[src/rtl/output_scheduler_pkg.sv]
// Shared types and constants for the output scheduler and its per-channel trackers.
// Holds the channel FSM encoding, the shadow-table field selects and the default watchdog length.
package output_scheduler_pkg;

    typedef enum logic [1:0] {
        ST_IDLE  = 2'd0,
        ST_ARMED = 2'd1,
        ST_ON    = 2'd2
    } chan_state_t;

    localparam logic [1:0] SEL_START_TOOTH  = 2'd0;
    localparam logic [1:0] SEL_END_TOOTH    = 2'd1;
    localparam logic [1:0] SEL_START_COUNTS = 2'd2;
    localparam logic [1:0] SEL_END_COUNTS   = 2'd3;

    localparam int DEFAULT_WDOG_TEETH = 8;

endpackage

[src/rtl/output_channel_tracker.sv]
// Tracks one driver's event phase and decides when its pending parameters may be applied; apply is combinational.
// No backpressure: an apply simply waits while the channel is mid-event or about to arm this cycle.
module output_channel_tracker
    import output_scheduler_pkg::*;
#(
    parameter int WDOG_TEETH = DEFAULT_WDOG_TEETH
) (
    input  logic       clk,
    input  logic       reset_n,
    input  logic       sync_ok,
    input  logic       tooth_edge,
    input  logic [7:0] tooth_num,
    input  logic [7:0] start_tooth,
    input  logic       en,
    input  logic       drv_out,
    input  logic       commit,
    output logic       apply,
    output logic       pending
);

    localparam int WW = $clog2(WDOG_TEETH + 1);
    localparam logic [WW-1:0] WDOG_LAST = WW'(WDOG_TEETH - 1);

    chan_state_t   state, state_next;
    logic [WW-1:0] wdog, wdog_next;
    logic          drv_out_q;
    logic          arm, rise, fall;

    // Same start condition the driver itself uses, so both sides agree on when an event begins.
    assign arm   = en && tooth_edge && (tooth_num == start_tooth);
    assign rise  = drv_out && !drv_out_q;
    assign fall  = !drv_out && drv_out_q;
    assign apply = pending && (state == ST_IDLE) && !arm;

    always_comb begin
        state_next = state;
        wdog_next  = wdog;
        if (!sync_ok) begin
            state_next = ST_IDLE;
            wdog_next  = '0;
        end else begin
            case (state)
                ST_IDLE: begin
                    if (arm) state_next = ST_ARMED;
                end
                ST_ARMED: begin
                    if (rise) begin
                        state_next = ST_ON;
                        wdog_next  = '0;
                    end else if (tooth_edge) begin
                        if (wdog == WDOG_LAST) begin
                            state_next = ST_IDLE;
                            wdog_next  = '0;
                        end else begin
                            wdog_next = wdog + 1'b1;
                        end
                    end
                end
                ST_ON: begin
                    if (fall) state_next = ST_IDLE;
                end
                default: state_next = ST_IDLE;
            endcase
        end
    end

    always_ff @(posedge clk or negedge reset_n) begin
        if (!reset_n) begin
            state     <= ST_IDLE;
            wdog      <= '0;
            drv_out_q <= 1'b0;
            pending   <= 1'b0;
        end else begin
            state     <= state_next;
            wdog      <= wdog_next;
            drv_out_q <= drv_out;
            // A fresh commit wins over an apply in the same cycle: staging has just changed.
            if (commit)     pending <= 1'b1;
            else if (apply) pending <= 1'b0;
        end
    end

endmodule

[src/rtl/output_scheduler.sv]
// Shadow/staging/active parameter tables for CHANNELS output drivers; commit reaches the drivers 2 edges later at best.
// No backpressure: busy reports outstanding applies, a commit while busy re-snaps staging and restarts every channel.
module output_scheduler
    import output_scheduler_pkg::*;
#(
    parameter int CHANNELS     = 4,
    parameter int timer_length = 24,
    parameter int WDOG_TEETH   = DEFAULT_WDOG_TEETH
) (
    input  logic                             clk,
    input  logic                             reset_n,
    input  logic [7:0]                       tooth_num,
    input  logic                             tooth_edge,
    input  logic                             sync_ok,
    input  logic                             wr_en,
    input  logic [$clog2(CHANNELS)-1:0]      wr_chan,
    input  logic [1:0]                       wr_sel,
    input  logic [timer_length-1:0]          wr_data,
    input  logic [CHANNELS-1:0]              en_mask,
    input  logic                             commit,
    output logic                             busy,
    output logic [CHANNELS-1:0]              drv_en,
    output logic [8*CHANNELS-1:0]            drv_start_tooth,
    output logic [8*CHANNELS-1:0]            drv_end_tooth,
    output logic [timer_length*CHANNELS-1:0] drv_start_counts,
    output logic [timer_length*CHANNELS-1:0] drv_end_counts,
    input  logic [CHANNELS-1:0]              drv_out
);

    logic [7:0]              sh_start_tooth   [CHANNELS];
    logic [7:0]              sh_end_tooth     [CHANNELS];
    logic [timer_length-1:0] sh_start_counts  [CHANNELS];
    logic [timer_length-1:0] sh_end_counts    [CHANNELS];
    logic [7:0]              stg_start_tooth  [CHANNELS];
    logic [7:0]              stg_end_tooth    [CHANNELS];
    logic [timer_length-1:0] stg_start_counts [CHANNELS];
    logic [timer_length-1:0] stg_end_counts   [CHANNELS];
    logic [CHANNELS-1:0]     stg_en;
    logic [7:0]              act_start_tooth  [CHANNELS];
    logic [7:0]              act_end_tooth    [CHANNELS];
    logic [timer_length-1:0] act_start_counts [CHANNELS];
    logic [timer_length-1:0] act_end_counts   [CHANNELS];
    logic [CHANNELS-1:0]     apply;
    logic [CHANNELS-1:0]     pending;

    always_ff @(posedge clk or negedge reset_n) begin
        if (!reset_n) begin
            for (int i = 0; i < CHANNELS; i++) begin
                sh_start_tooth[i]  <= '0;
                sh_end_tooth[i]    <= '0;
                sh_start_counts[i] <= '0;
                sh_end_counts[i]   <= '0;
            end
        end else if (wr_en && (int'(wr_chan) < CHANNELS)) begin
            case (wr_sel)
                SEL_START_TOOTH:  sh_start_tooth[wr_chan]  <= wr_data[7:0];
                SEL_END_TOOTH:    sh_end_tooth[wr_chan]    <= wr_data[7:0];
                SEL_START_COUNTS: sh_start_counts[wr_chan] <= wr_data;
                SEL_END_COUNTS:   sh_end_counts[wr_chan]   <= wr_data;
            endcase
        end
    end

    // Staging copies the pre-edge shadow, so a write alongside commit waits for the next commit.
    always_ff @(posedge clk or negedge reset_n) begin
        if (!reset_n) begin
            for (int i = 0; i < CHANNELS; i++) begin
                stg_start_tooth[i]  <= '0;
                stg_end_tooth[i]    <= '0;
                stg_start_counts[i] <= '0;
                stg_end_counts[i]   <= '0;
            end
            stg_en <= '0;
        end else if (commit) begin
            stg_start_tooth  <= sh_start_tooth;
            stg_end_tooth    <= sh_end_tooth;
            stg_start_counts <= sh_start_counts;
            stg_end_counts   <= sh_end_counts;
            stg_en           <= en_mask;
        end
    end

    always_ff @(posedge clk or negedge reset_n) begin
        if (!reset_n) begin
            for (int i = 0; i < CHANNELS; i++) begin
                act_start_tooth[i]  <= '0;
                act_end_tooth[i]    <= '0;
                act_start_counts[i] <= '0;
                act_end_counts[i]   <= '0;
            end
            drv_en <= '0;
            busy   <= 1'b0;
        end else begin
            for (int i = 0; i < CHANNELS; i++) begin
                if (apply[i]) begin
                    act_start_tooth[i]  <= stg_start_tooth[i];
                    act_end_tooth[i]    <= stg_end_tooth[i];
                    act_start_counts[i] <= stg_start_counts[i];
                    act_end_counts[i]   <= stg_end_counts[i];
                    drv_en[i]           <= stg_en[i];
                end
            end
            busy <= commit || (|pending);
        end
    end

    for (genvar i = 0; i < CHANNELS; i++) begin : g_chan
        output_channel_tracker #(
            .WDOG_TEETH (WDOG_TEETH)
        ) u_trk (
            .clk         (clk),
            .reset_n     (reset_n),
            .sync_ok     (sync_ok),
            .tooth_edge  (tooth_edge),
            .tooth_num   (tooth_num),
            .start_tooth (act_start_tooth[i]),
            .en          (drv_en[i]),
            .drv_out     (drv_out[i]),
            .commit      (commit),
            .apply       (apply[i]),
            .pending     (pending[i])
        );

        assign drv_start_tooth[8*i +: 8]                      = act_start_tooth[i];
        assign drv_end_tooth[8*i +: 8]                        = act_end_tooth[i];
        assign drv_start_counts[timer_length*i +: timer_length] = act_start_counts[i];
        assign drv_end_counts[timer_length*i +: timer_length]   = act_end_counts[i];
    end

endmodule

[config.mk]
export PLATFORM = sky130hd
export DESIGN_NAME = output_scheduler
export DESIGN_NICKNAME = d
export VERILOG_FILES = /design/src/rtl/output_scheduler_pkg.sv /design/src/rtl/output_channel_tracker.sv /design/src/rtl/output_scheduler.sv
export SDC_FILE = /design/constraint.sdc
export NUM_CORES = 1
export LEC_CHECK = 0
export CORE_ASPECT_RATIO = 0.7
export CORE_MARGIN = 1.5
export CORE_UTILIZATION = 45
export CTS_BUF_LIST = sky130_fd_sc_hd__clkbuf_16
export CTS_CLUSTER_SIZE = 8
export DETAILED_ROUTE_END_ITERATION = 8
export PLACE_DENSITY = 0.65
export SKIP_CTS_REPAIR_TIMING = 1
export SKIP_LAST_GASP = 1
export SLEW_MARGIN = 5
export SYNTH_ARGS = -nofsm -noshare
export SYNTH_HDL_FRONTEND = slang
export SYNTH_SLANG_ARGS = --single-unit
[constraint.sdc]
create_clock -name clk -period 2.1 [get_ports clk]
set_clock_uncertainty 0.1 [all_clocks]
set_input_delay 0.42 -clock clk [delete_from_list [all_inputs] [get_ports clk]]
set_output_delay 0.42 -clock clk [all_outputs]
set_load 0.01 [all_outputs]
* Yosys cells after proc, flatten, opt, wreduce, memory -nomap -nowiden
Index checks and enable logic that the tools add are counted.
Storage, ports and cells: flip-flop bits (word level) 809, word-level logic and storage cells 244
Operators by class: add/sub/neg operators 4, magnitude comparators 2, mux-type cells 64, equal/unequal tests 43, reduce and logical (&&, ||, !) cells 60, bitwise operators 1
Operators by type and width (number):
- bitwise mux 96 bit | 2
- 2-to-1 mux 4 bit | 20
- bitwise mux 32 bit | 2
- demux 24 bit (select 2 bit) | 1
- 2-to-1 mux 2 bit | 24
- inequality test 3 x 2 -> 1 bit (second input constant) | 12
- == test 8 bit | 4
- logical AND 1 bit | 25
- 2-to-1 mux 24 bit | 1
- one-hot mux 2 bit (3 select lines) | 4
- adder 4 x 1 -> 4 bit (second input constant) | 4
- demux 8 bit (select 2 bit) | 1
- == test 4 x 3 -> 1 bit (second input constant) | 4
- inequality test 4 x 2 -> 1 bit (second input constant) | 4
- inequality test 4 x 3 -> 1 bit (second input constant) | 4
- AND reduction 2 bit | 8
- AND reduction 4 bit | 4
- == test 2 bit (second input constant) | 6
- logical NOT 1 bit | 12
- == test 2 x 1 -> 1 bit (second input constant) | 5
- logical NOT 2 bit | 5
- 2-to-1 mux 1 bit | 8
- 2-to-1 mux 8 bit | 1
- inequality test 2 x 1 -> 1 bit (second input constant) | 4
- 6 further kinds | 9

* Longest topological paths before layout
Gate-level depths: netlist (run 1).
word-level depth 6, depth in mapped cells 6, gate-level depth less buffers 5

* By module
From an unflattened synthesis (run 1), not the netlist that was laid out.
Unflattened totals: cell total of the unflattened synthesis 1891, area, all modules 30964.7 µm²
By module, submodules not included:
- output_scheduler | cells each 1667, area an instance 28762.6 µm², times used 1
- output_channel_tracker | cells each 56, area an instance 550.5 µm², times used 4

* Worst setup path before layout (run 1)
No wires, ideal clock.
kind register -> register, start reg act_start_tooth, in the netlist drv_start_tooth[10], end reg act_end_counts, in the netlist drv_end_counts[45], cell stages (with the launch flop) 7, buffers on the path 2, period minus slack after synthesis 1.868 ns, path slack 0.232 ns, required time 1.875 ns, arrival 1.643 ns, path through dfrtp_1 -> xor2_1 -> nor4_2 -> a31oi_1 -> buf_4 -> buf_6 -> mux2_4
Between the ends: cells in the longest elaborated chain, start to end 4
Ends and longest elaborated chain:
- start: declaration | line output_scheduler.sv:39 | logic [7:0] act_start_tooth [CHANNELS];
- start signal: indexed assignment | line output_scheduler.sv:96 | act_start_tooth[i] <= stg_start_tooth[i];
- == test 8 bit | line output_channel_tracker.sv:30 | assign arm = en && tooth_edge && (tooth_num == start_tooth);
- logical AND 1 bit | line output_channel_tracker.sv:30
- logical NOT 1 bit | line output_channel_tracker.sv:33 | assign apply = pending && (state == ST_IDLE) && !arm;
- logical AND 1 bit | line output_channel_tracker.sv:33
- end signal: indexed assignment | line output_scheduler.sv:99 | act_end_counts[i] <= stg_end_counts[i];
- end: declaration | line output_scheduler.sv:42 | logic [timer_length-1:0] act_end_counts [CHANNELS];
No other way between the ends. A chain may end at the register's enable or synchronous reset.

* Worst setup path after layout (run 1)
start reg act_start_tooth, in the netlist drv_start_tooth[14], end out drv_start_tooth[14]
RTL lines:
- end: declaration | line output_scheduler.sv:23 | output logic [8*CHANNELS-1:0] drv_start_tooth,
No word-level cell between the ends.

==> results of run 1 <==
registers in the layout (all words and copies together), names as in the netlist, 16 cells and up:
register           flops
sh_end_counts         96
drv_end_tooth         32
sh_start_tooth        32
stg_start_tooth       32
drv_end_counts        96
drv_start_tooth       32
sh_start_counts       96
stg_end_counts        96
stg_start_counts      96
g_chan.u_trk.wdog     16
sh_end_tooth          32
stg_end_tooth         32
drv_start_counts      96
metrics by stage:
step	setup WS [ps]	setup TNS, ps	hold slack (ps)
2_1_floorplan	232	0	24.4
6_report	-137	-1430	143
3_5_place_dp	-586	-163250	222
5_1_grt	-203	-9190	150
3_3_place_gp	-554	-145480	226
4_1_cts	-260	-17790	-494
worst reg2reg max path, delay by kind of cell, from the launching register on:
| family | cells | cell delay, ps |
|---|---|---|
| AO/OA/AOI/OAI | 1 | 150 |
| XOR/XNOR | 1 | 140 |
| buffers and inverters | 4 | 690 |
| flip-flops | 1 | 380 |
| multiplexers | 1 | 290 |
| AND/OR/NAND/NOR | 1 | 270 |
Yosys cell counts (7+ instances only):
library cell  number  area share (%)
o21ai_0            8            0.13
buf_4              8            0.19
buf_6             16            0.57
nand4_1            7            0.14
dfrtp_1          809              64
nor3_1            11            0.18
buf_2             23            0.37
nand3_1           14            0.22
mux2_4           147             7.0
xor2_1            28            0.78
mux2_2           603              22
nand2_1           13            0.16
nor2_1            23            0.27
a21oi_1            8            0.13
mux2_1            27            0.97
clkbuf_1          46            0.55
nor2b_1            9            0.18
nand2b_1           9            0.18
inv_1              9            0.11
layout make-up:
| type | instances | area (um^2) |
|---|---|---|
| Antenna cell | 7 | 17.5 |
| Clock buffer | 111 | 2780 |
| Clock inverter | 8 | 109 |
| Fill cell | 5056 | 27500 |
| Inverter | 10 | 37.5 |
| Multi-Input combinational cell | 978 | 10700 |
| Sequential cell | 809 | 20300 |
| Tap cell | 902 | 1130 |
| Timing Repair Buffer | 515 | 5970 |
routing by layer:
metal	global-route usage, %	vias up	wire [um]
li1	-	7738	-
met1	32.3	9565	37200
met2	34.1	400	36700
met3	3.67	107	3360
met4	5.99	0	1470
met5	0	-	0
cell usage in the layout (no fill, tap or decap), types with 9 or more instances in the layout:
cell type	instances
dfrtp_1	796
mux2_2	603
dlymetal6s2s_1	252
mux2_4	148
buf_4	148
clkbuf_16	113
clkdlybuf4s50_1	56
buf_12	50
xor2_1	26
mux2_1	26
nor2_1	17
nand3_1	14
nand2_1	13
dfrtp_2	13
inv_1	10
nor3_1	10
nand2b_1	9
how the worst min path moves through the flow:
| stage | startpoint | slack [ps] | to | cells after the start |
|---|---|---|---|---|
| 2_1_floorplan | reset_n | 20 | busy | 0 |
| 3_3_place_gp | reset_n | 230 | sh_start_counts[2] | 1 |
| 3_5_place_dp | reset_n | 220 | sh_start_counts[2] | 1 |
| 4_1_cts | reset_n | -490 | stg_start_counts[48] | 1 |
| 5_1_grt | reset_n | 150 | stg_start_counts[48] | 2 |
| 6_report | reset_n | 140 | sh_start_counts[2] | 2 |
kinds of logic after synthesis:
kind of cell,count (synthesis),share of synthesized area [%]
flops,809,64.4
simple gates,118,2.11
fa+ha+maj,4,0.159
buf+inv,104,1.81
mux,777,29.6
compound gates,47,1.00
xor+xnor,32,0.892
power by group:
| part | internal [mW] | switching (mW) |
|---|---|---|
| combinational | 7.09 | 4.14 |
| clock | 9.23 | 6.18 |
| sequential | 19.9 | 2.77 |
==> results_dict.tcl, run 1 <==
set metrics [dict create \
    r2r_setup_slack_ps -50 \
    ys.flop_type "dfrtp_1" \
    viasPerCell 5.33 \
    rows 80 \
    power_density_nw_per_um2 1200 \
    avgSynthCellArea_um2 16.6 \
    hold_class "in -> async" \
    setup_viol 64 \
    cp_top_family "buffers and inverters" \
    path_cells "buf_4 -> clkdlybuf4s50_1" \
    vias 17810 \
    cts_buffer_depth 3 \
    layoutNonFillerInstCount 3340 \
    htreeDepth 3 \
    placed_cells 3185 \
    antenna_found_initial 7 \
    ys_ff_latch 809 \
    yosys.cell_types.count 43 \
    yosys_warnings 0 \
    slew-limit-headroom_pct 53.3 \
    critPathLaunchType "flip-flop" \
    drcViolationCount 0 \
    grt_max_degree 88 \
    initial_core_util_pct 45.8 \
    post-route-util_pct 59.9 \
    clk_pin_slew_ps 50 \
    drive_gt1_share_pct 45.5 \
    numClockSinks 809 \
    finalHoldViolations 0 \
    clockRootBuffer "clkbuf_16" \
    grt_pass1_wl_mm 119 \
    path_buf_inv 2 \
    first_global_vias 19204 \
    min_period_over_period_pct 107 \
    max_slew.worst_pin.slew_ps 699 \
    wl_mm 78.7 \
    drv_cap 0 \
    reg2reg_to "drv_start_counts[15]" \
    dr.pass1.iters 5 \
    startpoint "drv_start_tooth[14]" \
    io_buffers 310 \
    dp_hpwl_mm 52.7 \
    synth_edf_count 0 \
    drv_slew 0 \
    crit_path_top_delay_cell "clkdlybuf4s50_1" \
    endpoint "drv_start_tooth[14]" \
    netlist_instances 1891 \
    cts_buffers 111 \
    ioPinCount 311 \
    status "finished with violations" \
    detail-route-antenna-nets 0 \
    die_x_um 319 \
    crit_path_end_kind "output port" \
    fp.coreArea_um2 68600 \
    gp_congestion 0.855 \
    layout_min_cycle_time_ps 2240 \
    area_growth_pct 30.6 \
    synthArstFlopShare_pct 100 \
    required_ps 1580 \
    die_h_um 224 \
    wl_per_cell_um 23.6 \
    netlist_area_um2 31400 \
    place_area_um2 37200 \
    crit_path_max_fanout 2 \
    ir_worst_vdd_mv 0.693 \
    path_depth 2 \
    first_iter_violations 859 \
    arrival_ps 1720 \
    num-nets-final 2479 \
    reg2reg_from "drv_start_tooth[2]" \
    postLayoutSetupSlackWorst_ps -137 \
    worstRegToRegCells 8 \
    power_mw 49.3 \
    grtUsageTotal_pct 22.1 \
    overflow 0 \
    final_area_um2 41000 \
    dieArea_um2 71400 \
    max_stage_delay_ps 520 \
    max_freq_ghz 0.447 \
    seq_area_frac_synth_pct 64.4 \
    syn_nets 1945 \
    violations "negative setup slack" \
    crit_type "reg -> out" \
    cts_tree "done" \
    rsz0062_at_grt "true" \
    leakage_nw 21.2 \
    worst_skew_pair.late_latency_ps 650 \
]
Note: power is estimated with default switching activity, not from simulation.
==> run 2: changes to the inputs <==
ABC_AREA = 0   (was default)
==> results of run 2 <==
Same layout as run 1: the final DEF is identical, and so are final timing and power.
==> run 3: changes to the inputs <==
CORE_UTILIZATION = 55   (was 45)
PLACE_DENSITY = 0.77   (was 0.65)
==> results_dict.tcl, run 3 (same netlist as run 1, synthesis figures left out) <==
set metrics [dict create \
    globalRoute.busiestLayer "met2" \
    cts_buffer_depth 3 \
    cp_top_family "buffers and inverters" \
    crit_path_max_fanout 2 \
    crit_path_top_delay_cell "clkdlybuf4s50_1" \
    grtUsageTotal_pct 26.6 \
    htreeDepth 3 \
    critPathLaunchType "flip-flop" \
    violations "design-rule violations, negative setup slack" \
    max_slew.worst_pin.slew_ps 627 \
    dieArea_um2 58600 \
    clockRootBuffer "clkbuf_16" \
    slew-limit-headroom_pct 58.1 \
    max_stage_delay_ps 470 \
    cts_buffers 111 \
    wl_per_cell_um 25.3 \
    worstRegToRegCells 7 \
    grt_pass1_wl_mm 117 \
    viasPerCell 5.70 \
    setup_viol 41 \
    drv_slew 0 \
    path_buf_inv 2 \
    arrival_ps 1660 \
    rows 73 \
    endpoint "drv_start_tooth[23]" \
    min_period_over_period_pct 104 \
    fp.coreArea_um2 56600 \
    rsz0062_at_grt "true" \
    reg2reg_from "drv_start_tooth[13]" \
    gp_congestion 0.896 \
    path_cells "buf_4 -> clkdlybuf4s50_1" \
    grtUsageMet2_pct 42.2 \
    met3_usage_pct 5.94 \
    ir_worst_vdd_mv 0.718 \
    worst_skew_pair.late_latency_ps 660 \
    whs_ps 163 \
    finalHoldViolations 0 \
    max_freq_ghz 0.458 \
    status "finished with violations" \
    cts_tree "done" \
    dp_hpwl_mm 50.1 \
    postLayoutSetupSlackWorst_ps -82.6 \
    dr.pass1.iters 8 \
    grt.met1_usage_pct 37.1 \
    r2r_setup_slack_ps -40 \
    vias 18073 \
    wl_mm 80.4 \
    layout_common_cells "dfrtp_1, mux2_2, dlymetal6s2s_1, mux2_4, buf_4" \
    startpoint "drv_start_tooth[23]" \
    overflow 0 \
    crit_path_end_kind "output port" \
    antenna_found_initial 9 \
    initial_core_util_pct 55.5 \
    required_ps 1580 \
    clk_pin_slew_ps 50 \
    detail-route-antenna-nets 0 \
    finalSetupTns_ps -538 \
    first_iter_violations 1126 \
    path_depth 2 \
    grt_max_degree 72 \
    drv_cap 0 \
    drcViolationCount 28 \
    power_density_nw_per_um2 1210 \
    layout_min_cycle_time_ps 2180 \
    reg2reg_to "drv_end_counts[44]" \
    ioPinCount 311 \
    io_buffers 310 \
    first_global_vias 19463 \
    crit_type "reg -> out" \
    hold_class "in -> reg" \
    final_common_cell "dfrtp_1" \
    numClockSinks 809 \
    leakage_nw 21.3 \
    num-nets-final 2463 \
    die_x_um 289 \
    drive_gt1_share_pct 45.4 \
    area_growth_pct 30.4 \
    die_h_um 203 \
]
run 3: layer usage:
metal / wire (um) / vias to the layer above
met2: 39100 / 502
met4: 1710 / 0
met5: 0 / -
li1: - / 7699
met3: 4150 / 122
met1: 35400 / 9750
run 3: power breakdown:
part / internal [mW] / switching [mW] / total (mW)
clock network: 9.27 / 6.26 / 15.5
registers: 19.9 / 2.84 / 22.7
logic: 7.14 / 4.34 / 11.5
run 3: worst min path at each step:
stage	start	to	slack, ps	cells after the start
floorplan	reset_n	busy	20	0
global placement	reset_n	drv_end_tooth[11]	270	1
detailed placement	reset_n	stg_end_tooth[17]	270	1
CTS	reset_n	stg_end_tooth[17]	-440	1
global route	drv_out[2]	g_chan[2].u_trk.drv_out_q	140	1
finish	drv_out[2]	g_chan[2].u_trk.drv_out_q	160	1
run 3: metrics by stage:
stage	total power, mW	setup WS [ps]	cell area [um^2]	cells	utilization, %
global route	51.8	-137	41000	3167	72.3
global placement	33.6	-568	36700	3001	64.8
finish	49.7	-82.6	41000	3170	72.3
detailed placement	34.2	-600	36700	3001	64.8
floorplan	27.6	232	31400	1891	-
CTS	49.9	-258	39600	3121	69.9
run 3: final cells by class:
type	count	area [um^2]
Fill cell	3415	15700
Inverter	10	37.5
Clock buffer	111	2780
Sequential cell	809	20300
Antenna cell	4	10.0
Tap cell	750	938
Timing Repair Buffer	499	5990
Clock inverter	9	146
Multi-Input combinational cell	978	10800
